<file path="config.mk">
export PLATFORM = sky130hd
export DESIGN_NAME = fetch_stage
export DESIGN_NICKNAME = d
export VERILOG_FILES = /design/src/rtl/fetch_stage.sv
export SDC_FILE = /design/constraint.sdc
export NUM_CORES = 1
export LEC_CHECK = 0
export ABC_AREA = 1
export ABC_CLOCK_PERIOD_IN_PS = 3000
export CAP_MARGIN = 30
export CELL_PAD_IN_SITES_DETAIL_PLACEMENT = 1
export CELL_PAD_IN_SITES_GLOBAL_PLACEMENT = 1
export CORE_MARGIN = 4
export CORE_UTILIZATION = 35
export DETAILED_ROUTE_END_ITERATION = 6
export GPL_ROUTABILITY_DRIVEN = 0
export PLACE_DENSITY = 0.9
export SLEW_MARGIN = 25
export SYNTH_ARGS = -nofsm -noshare
export SYNTH_HDL_FRONTEND = slang
export SYNTH_SLANG_ARGS = --single-unit
</file>
<file path="constraint.sdc">
create_clock -name i_clk -period 3 [get_ports i_clk]
set_input_delay 0.6 -clock i_clk [delete_from_list [all_inputs] [get_ports i_clk]]
set_output_delay 0.6 -clock i_clk [all_outputs]
set_load 0.02 [all_outputs]
</file>
<file path="src/rtl/fetch_stage.sv">
// rtl/fetch_stage.sv - instruction fetch stage: PC, IF/ID register, redirect/trap entry and fetch-fault reporting
module fetch_stage #(
  parameter logic [31:0] RESET_PC   = 32'h0000_0000,
  parameter int unsigned IMEM_BYTES = 1 << 20,
  parameter logic [31:0] NOP_INSTR  = 32'h0000_0013
) (
  input  logic        i_clk,
  input  logic        i_rst,
  input  logic        i_stall,
  input  logic        i_flush,
  input  logic        i_redirect_valid,
  input  logic [31:0] i_redirect_pc,
  input  logic        i_trap_valid,
  input  logic [31:0] i_trap_pc,
  output logic [31:0] o_imem_adr,
  input  logic [31:0] i_imem_instr,
  output logic        o_if_id_valid,
  output logic [31:0] o_if_id_pc,
  output logic [31:0] o_if_id_pc_plus4,
  output logic [31:0] o_if_id_instr,
  output logic        o_fault,
  output logic [3:0]  o_fault_cause,
  output logic [31:0] o_fault_tval,
  output logic [31:0] o_fetch_count
);

  localparam logic [31:0] LAST_FETCH       = 32'(IMEM_BYTES - 4);
  localparam logic [3:0]  CAUSE_MISALIGNED = 4'd0;
  localparam logic [3:0]  CAUSE_ACCESS     = 4'd1;

  typedef enum logic {RUN = 1'b0, WAIT_TRAP = 1'b1} state_t;
  state_t state, state_nxt;

  logic [31:0] pc, pc_plus4, pc_nxt, trap_target;
  logic        redirect_misaligned, pc_out_of_range;
  logic        load_bubble, load_instr, fault_set;
  logic [3:0]  cause_nxt;
  logic [31:0] tval_nxt;

  assign pc_plus4            = pc + 32'd4;
  assign trap_target         = i_trap_pc & 32'hFFFF_FFFC;
  assign redirect_misaligned = i_redirect_pc[1:0] != 2'b00;
  assign pc_out_of_range     = pc > LAST_FETCH;
  assign o_imem_adr          = pc;

  always_ff @(posedge i_clk) begin
    if (i_rst) state <= RUN;
    else       state <= state_nxt;
  end

  always_comb begin
    state_nxt = state;
    if (i_trap_valid) begin
      state_nxt = RUN;
    end else if (i_redirect_valid) begin
      if (redirect_misaligned) state_nxt = WAIT_TRAP;
    end else if (state == RUN && !i_stall && pc_out_of_range) begin
      state_nxt = WAIT_TRAP;
    end
  end

  // Priority chain choosing what this edge does to PC, IF/ID and the fault record.
  always_comb begin
    pc_nxt      = pc;
    load_bubble = 1'b0;
    load_instr  = 1'b0;
    fault_set   = 1'b0;
    cause_nxt   = CAUSE_MISALIGNED;
    tval_nxt    = i_redirect_pc;
    if (i_trap_valid) begin
      pc_nxt      = trap_target;
      load_bubble = 1'b1;
    end else if (i_redirect_valid) begin
      load_bubble = 1'b1;
      if (redirect_misaligned) begin
        fault_set = 1'b1;
        cause_nxt = CAUSE_MISALIGNED;
        tval_nxt  = i_redirect_pc;
      end else begin
        pc_nxt = i_redirect_pc;
      end
    end else if (state == WAIT_TRAP) begin
      load_bubble = 1'b1;
    end else if (!i_stall && pc_out_of_range) begin
      load_bubble = 1'b1;
      fault_set   = 1'b1;
      cause_nxt   = CAUSE_ACCESS;
      tval_nxt    = pc;
    end else if (i_flush) begin
      load_bubble = 1'b1;
      if (!i_stall) pc_nxt = pc_plus4;
    end else if (!i_stall) begin
      load_instr = 1'b1;
      pc_nxt     = pc_plus4;
    end
  end

  always_ff @(posedge i_clk) begin
    if (i_rst) begin
      pc               <= RESET_PC;
      o_if_id_valid    <= 1'b0;
      o_if_id_pc       <= 32'h0;
      o_if_id_pc_plus4 <= 32'h0;
      o_if_id_instr    <= NOP_INSTR;
      o_fault          <= 1'b0;
      o_fault_cause    <= 4'h0;
      o_fault_tval     <= 32'h0;
      o_fetch_count    <= 32'h0;
    end else begin
      pc      <= pc_nxt;
      o_fault <= fault_set;
      if (fault_set) begin
        o_fault_cause <= cause_nxt;
        o_fault_tval  <= tval_nxt;
      end
      if (load_bubble) begin
        o_if_id_valid    <= 1'b0;
        o_if_id_pc       <= pc;
        o_if_id_pc_plus4 <= pc_plus4;
        o_if_id_instr    <= NOP_INSTR;
      end else if (load_instr) begin
        o_if_id_valid    <= 1'b1;
        o_if_id_pc       <= pc;
        o_if_id_pc_plus4 <= pc_plus4;
        o_if_id_instr    <= i_imem_instr;
        o_fetch_count    <= o_fetch_count + 32'd1;
      end
    end
  end

endmodule

</file>
======== Word-level counts from Yosys, hierarchy flattened ========
Cells that the tools add are included.
cells by class
  reductions and logical operators ........ 13
  mux-type cells .......................... 37
  order comparisons ....................... 1
  eq/ne operators ......................... 9
  bitwise logic cells ..................... 2
  add/sub/neg operators ................... 2
operator list
  kind                                                                                number
  32-bit two-way mux                                                                  14
  32-bit by 1-bit adder with 32-bit output (second input constant)                    1
  32-bit by 3-bit adder with 32-bit output (second input constant)                    1
  32-bit by 20-bit greater-than comparator with 1-bit output (second input constant)  1
  1-bit two-way mux                                                                   23
  3-bit inequality test (second input constant)                                       3
  4-bit AND reduction                                                                 2
  2-bit inequality test (second input constant)                                       3
  2-bit nonzero test                                                                  3
  2-bit by 1-bit inequality test with 1-bit output (second input constant)            2
  2-bit AND reduction                                                                 2
  2-bit OR reduction                                                                  2
  1-bit logical AND                                                                   3
  3-bit by 1-bit inequality test with 1-bit output (second input constant)            1
  1-bit inverter                                                                      2
  1-bit zero test                                                                     1
word-level totals
  logic and storage cells ................. 75
  output and inout bits ................... 198
  register bits after elaboration ......... 199
  input bits .............................. 102

======== Depth between registers and ports, before layout ========
  word-level depth ........................ 8
  gate-level depth with buffers ........... 15
  gate-level depth less buffers ........... 13

======== Worst setup path after synthesis ========
Ideal clock, no wire load.
  kind .................................... register to register
  from .................................... register pc[3] (netlist: o_imem_adr[3])
  to ...................................... register o_fault_tval[17]
  stages on the path, launching flop included .. 15
  period minus slack after synthesis ...... 2.060 ns
  arrival ................................. 1.949 ns
  buffers on the path ..................... 2
  slack ................................... 0.940 ns
  cell sequence ........................... dfxtp_1 ha_1 nand2_2 nor2_4 nand2_2 nor2_4 nand3_2 nand2_4 nand3_4 buf_6 buf_2 o21ai_1 nand2_1 inv_1 nor2_1
between the ends
  longest elaborated chain between the ends .. 6
  elaborated cells on any way between the ends .. 10
  those cells by class .................... 1 x order compare; 8 x mux; 1 x reduce/logical
ends and longest elaborated chain
  element                                                         line  text
  from (decl)                                                     34    logic [31:0] pc, pc_plus4, pc_nxt, trap_target;
  from (signal assigned)                                          110   pc <= pc_nxt;
  32-bit by 20-bit greater-than comparator with 1-bit output (*)  43    assign pc_out_of_range = pc > LAST_FETCH;
  1-bit logical AND (*)                                           84    end else if (!i_stall && pc_out_of_range) begin
  32-bit two-way mux / 1-bit two-way mux (equally long branches)  84
  32-bit two-way mux / 1-bit two-way mux (equally long branches)  82    end else if (state == WAIT_TRAP) begin
  32-bit two-way mux / 1-bit two-way mux (equally long branches)  73    end else if (i_redirect_valid) begin
  32-bit two-way mux / 1-bit two-way mux (equally long branches)  70    if (i_trap_valid) begin
  to (signal assigned)                                            114   o_fault_tval <= tval_nxt;
  to (decl)                                                       23    output logic [31:0] o_fault_tval,
Mark *: on every way between the ends. The rest lies on a longest branch, timed or not.
A chain may end at the register's enable or synchronous reset.

======== Worst setup path after layout ========
  from .................................... register pc[3] (netlist: o_imem_adr[3])
  to ...................................... register o_fault_tval[22]
The elaborated chain is that of the path after synthesis.

==> flow_summary_export.csv <==
group,metric,value,unit
min_path,hp-class,"flop to flop",
worst_setup_path,path_class,"flop to flop",
die,fp.coreArea,28200,um2
routing,routed_via_density,5.26,
logic_synthesis,yosysMostFrequentCell,"nand2_1",
status,status,"complete, no violations",
global_routing,grt_pass1_vias,12200,
die,start_util,0.359,
clock_network,cts_hold_buffers,0,
placed_design,portBuffers,294,
logic_synthesis,synth_top_area_frac,0.384,
timing,relSlewSlack,0.564,
finish,seq_area,3880,um2
finish,multi_input_area,5210,um2
logic_synthesis,syn_area,10100,um2
logic_synthesis,synth_edf_count,0,
timing,slew_viol_final,0,
pwr,power.density,463,nW/um2
clock_network,clockBufferDepth,2,
timing,rsz0062_at_grt,"no",
routing,drt_iter0_markers,668,
global_routing,grt_max_degree,102,
worst_setup_path,critPathRequiredTime,3.39,ns
finish,area_growth,38.0,%
clock_network,cts_buffers,17,
pwr,p_total,6.46,mW
logic_synthesis,synth_top_cell_by_area,"dfxtp_1",
global_routing,track_usage,0.270,
routing,vias,11700,
routing,ant_nets,0,
placed_design,placed_cell_area,13400,um2
logic_synthesis,synth.area.top_cells,"dfxtp_1, nand2_1, nor2_1",
logic_synthesis,syn_area_per_cell,6.36,um2
global_routing,antenna_found_initial,2,
die,die_area,31700,um2
routing,avgRoutedWirePerCell,19.7,um
worst_setup_path,startpoint_type,"flop",
worst_setup_path,crit_fanout,29,
die,rows,61,
timing,period_minus_slack,2.63,ns
pwr,ir_worst_vdd,357,uV
timing,hold_viol,0,
clock_network,cts_resized,0,
timing,finClkSkew,0.0203,ns
timing,max_clock_freq,380,MHz
clock_network,h-tree-depth,4,
logic_synthesis,async_flop_share,0,
global_routing,grt_pass1_wl,67400,um
logic_synthesis,synth_common_cells,"nand2_1, nor2_1, dfxtp_1, inv_1, a21oi_1",
die,die_y,178,um
logic_synthesis,ys_warn_count,0,
die,dieWidth,178,um
timing,fin_crit_sh,0.877,
worst_setup_path,worstPathArrival,3.02,ns
timing,holdWs,0.473,ns
routing,drc,0,
clock_network,cts_sinks,194,
finish,nets,1943,
timing,setup-violations-final,0,
logic_synthesis,seq_area_frac_synth,0.384,
clock_network,path_clk_slew,0.08,ns
routing,drt_wl_total,44000,um
logic_synthesis,yosysUniqueCellTypes,34,
clock_network,cts_tree,"done",
global_routing,overflow,0,
logic_synthesis,synth_seq_cells,194,
clock_network,clock_latency,0.44,ns
pwr,leakage,5.68,nW
die,ios,300,
routing,first_pass_iters,5,
flow_run,max-cap-violations,0,
finish,design_area,13900,um2
clock_network,cts-root-buf,"clkbuf_16",
logic_synthesis,synth_ff_type,"dfxtp_1",
finish,drive_gt1_frac,0.0443,
logic_synthesis,syn_inst,1589,
clock_network,cts_setup_buffers,0,
timing,finalSetupTns,0,ns
finish,nFillCells,3655,
timing,worst_slew_pin_slew,0.654,ns
placed_design,dpl.hpwl,33500,um
worst_setup_path,cp-end-kind,"flop",
==> power breakdown <==
part	internal, mW	switching, mW
Clock	1.12	1.15
Sequential	2.71	0.124
Combinational	0.553	0.800
Total	4.38	2.07
==> worst paths after layout <==
path | startpoint | endpoint | slack [ns] | cells after the start
min reg2reg | o_if_id_instr[28] | o_if_id_instr[28] | 0.47 | 2
max reg2reg | o_imem_adr[3] | o_fault_tval[22] | 0.37 | 11
max | o_imem_adr[3] | o_fault_tval[22] | 0.37 | 11
min | o_if_id_instr[28] | o_if_id_instr[28] | 0.47 | 2
==> state kept, by name, indices dropped and copies added (netlist names), 30 cells and up, named ones only <==
signal / count
o_imem_adr: 30
o_if_id_pc: 32
o_fetch_count: 32
o_if_id_instr: 32
o_if_id_pc_plus4: 30
o_fault_tval: 32
==> through the flow <==
step           instances  utilization  worst slack (ns)
3_3_place_gp        2198        0.475             0.234
2_1_floorplan       1591            -             0.940
3_5_place_dp        2198        0.475             0.153
4_1_cts             2230        0.495             0.380
6_report            2232        0.495             0.369
5_1_grt             2232        0.495             0.165
==> routing by layer <==
layer  vias to the layer above  routed length (um)  global-route usage
met4                         0                1610              0.0970
met5                         -                   0                   0
met1                      5652               17800               0.320
met2                       437               21100               0.470
met3                        81                3560              0.0707
li1                       5579                   -                   -
==> cell usage in the layout (no fill, tap or decap), types with 2 or more instances in the layout <==
cell type and n:
nand2_2 4, nand2_1 499, nor3_1 17, mux2i_1 2
nand3_1 87, nand2_4 2, clkdlybuf4s50_1 293, dfxtp_1 194
conb_1 3, inv_1 124, a21oi_1 120, nand4_1 55
o21ai_0 70, clkinvlp_4 3, clkinv_4 3, o211ai_1 20
diode_2 2, clkbuf_16 17, nand3b_1 21, o21ai_1 10
clkinv_2 2, xnor2_1 2, nor2_1 210, clkinv_1 19
or2_2 2, buf_4 26, ha_1 2, inv_2 4
xor2_1 17, inv_8 4, nor2_4 2, a31oi_1 2
buf_12 6
==> critical path, stage by stage (launching register included) <==
cell	delay, ns
dfxtp_1	0.35
ha_1	0.24
nand2_2	0.09
nor2_4	0.21
nand2_2	0.12
nor2_4	0.23
nand3_2	0.17
nand2_4	0.12
nand3_4	0.29
a21oi_4	0.56
nand2_1	0.12
nand2_1	0.08
==> final cells by class <==
type / instances / share of cell area
well taps: 378 / 0.0339
clock buffers: 19 / 0.0318
inverters: 148 / 0.0399
repair buffers: 326 / 0.233
clock inverters: 13 / 0.00888
multi-input cells: 1152 / 0.374
diodes: 2 / 0.000359
flip-flops and latches: 194 / 0.278
==> kinds of logic (layout without fill, tap and decap cells) <==
| kind of cell | count (synthesis) | in the layout | share of synthesized area |
|---|---|---|---|
| compound gates | 225 | 225 | 0.118 |
| xor+xnor | 19 | 19 | 0.0165 |
| fa+ha+maj | 2 | 2 | 0.00248 |
| buf+inv | 245 | 506 | 0.102 |
| flops | 194 | 194 | 0.384 |
| mux | 2 | 2 | 0.00198 |
| other cells | 1 | 5 | 0.000371 |
| simple gates | 901 | 901 | 0.374 |
Note: power is estimated with default switching activity, not from simulation.
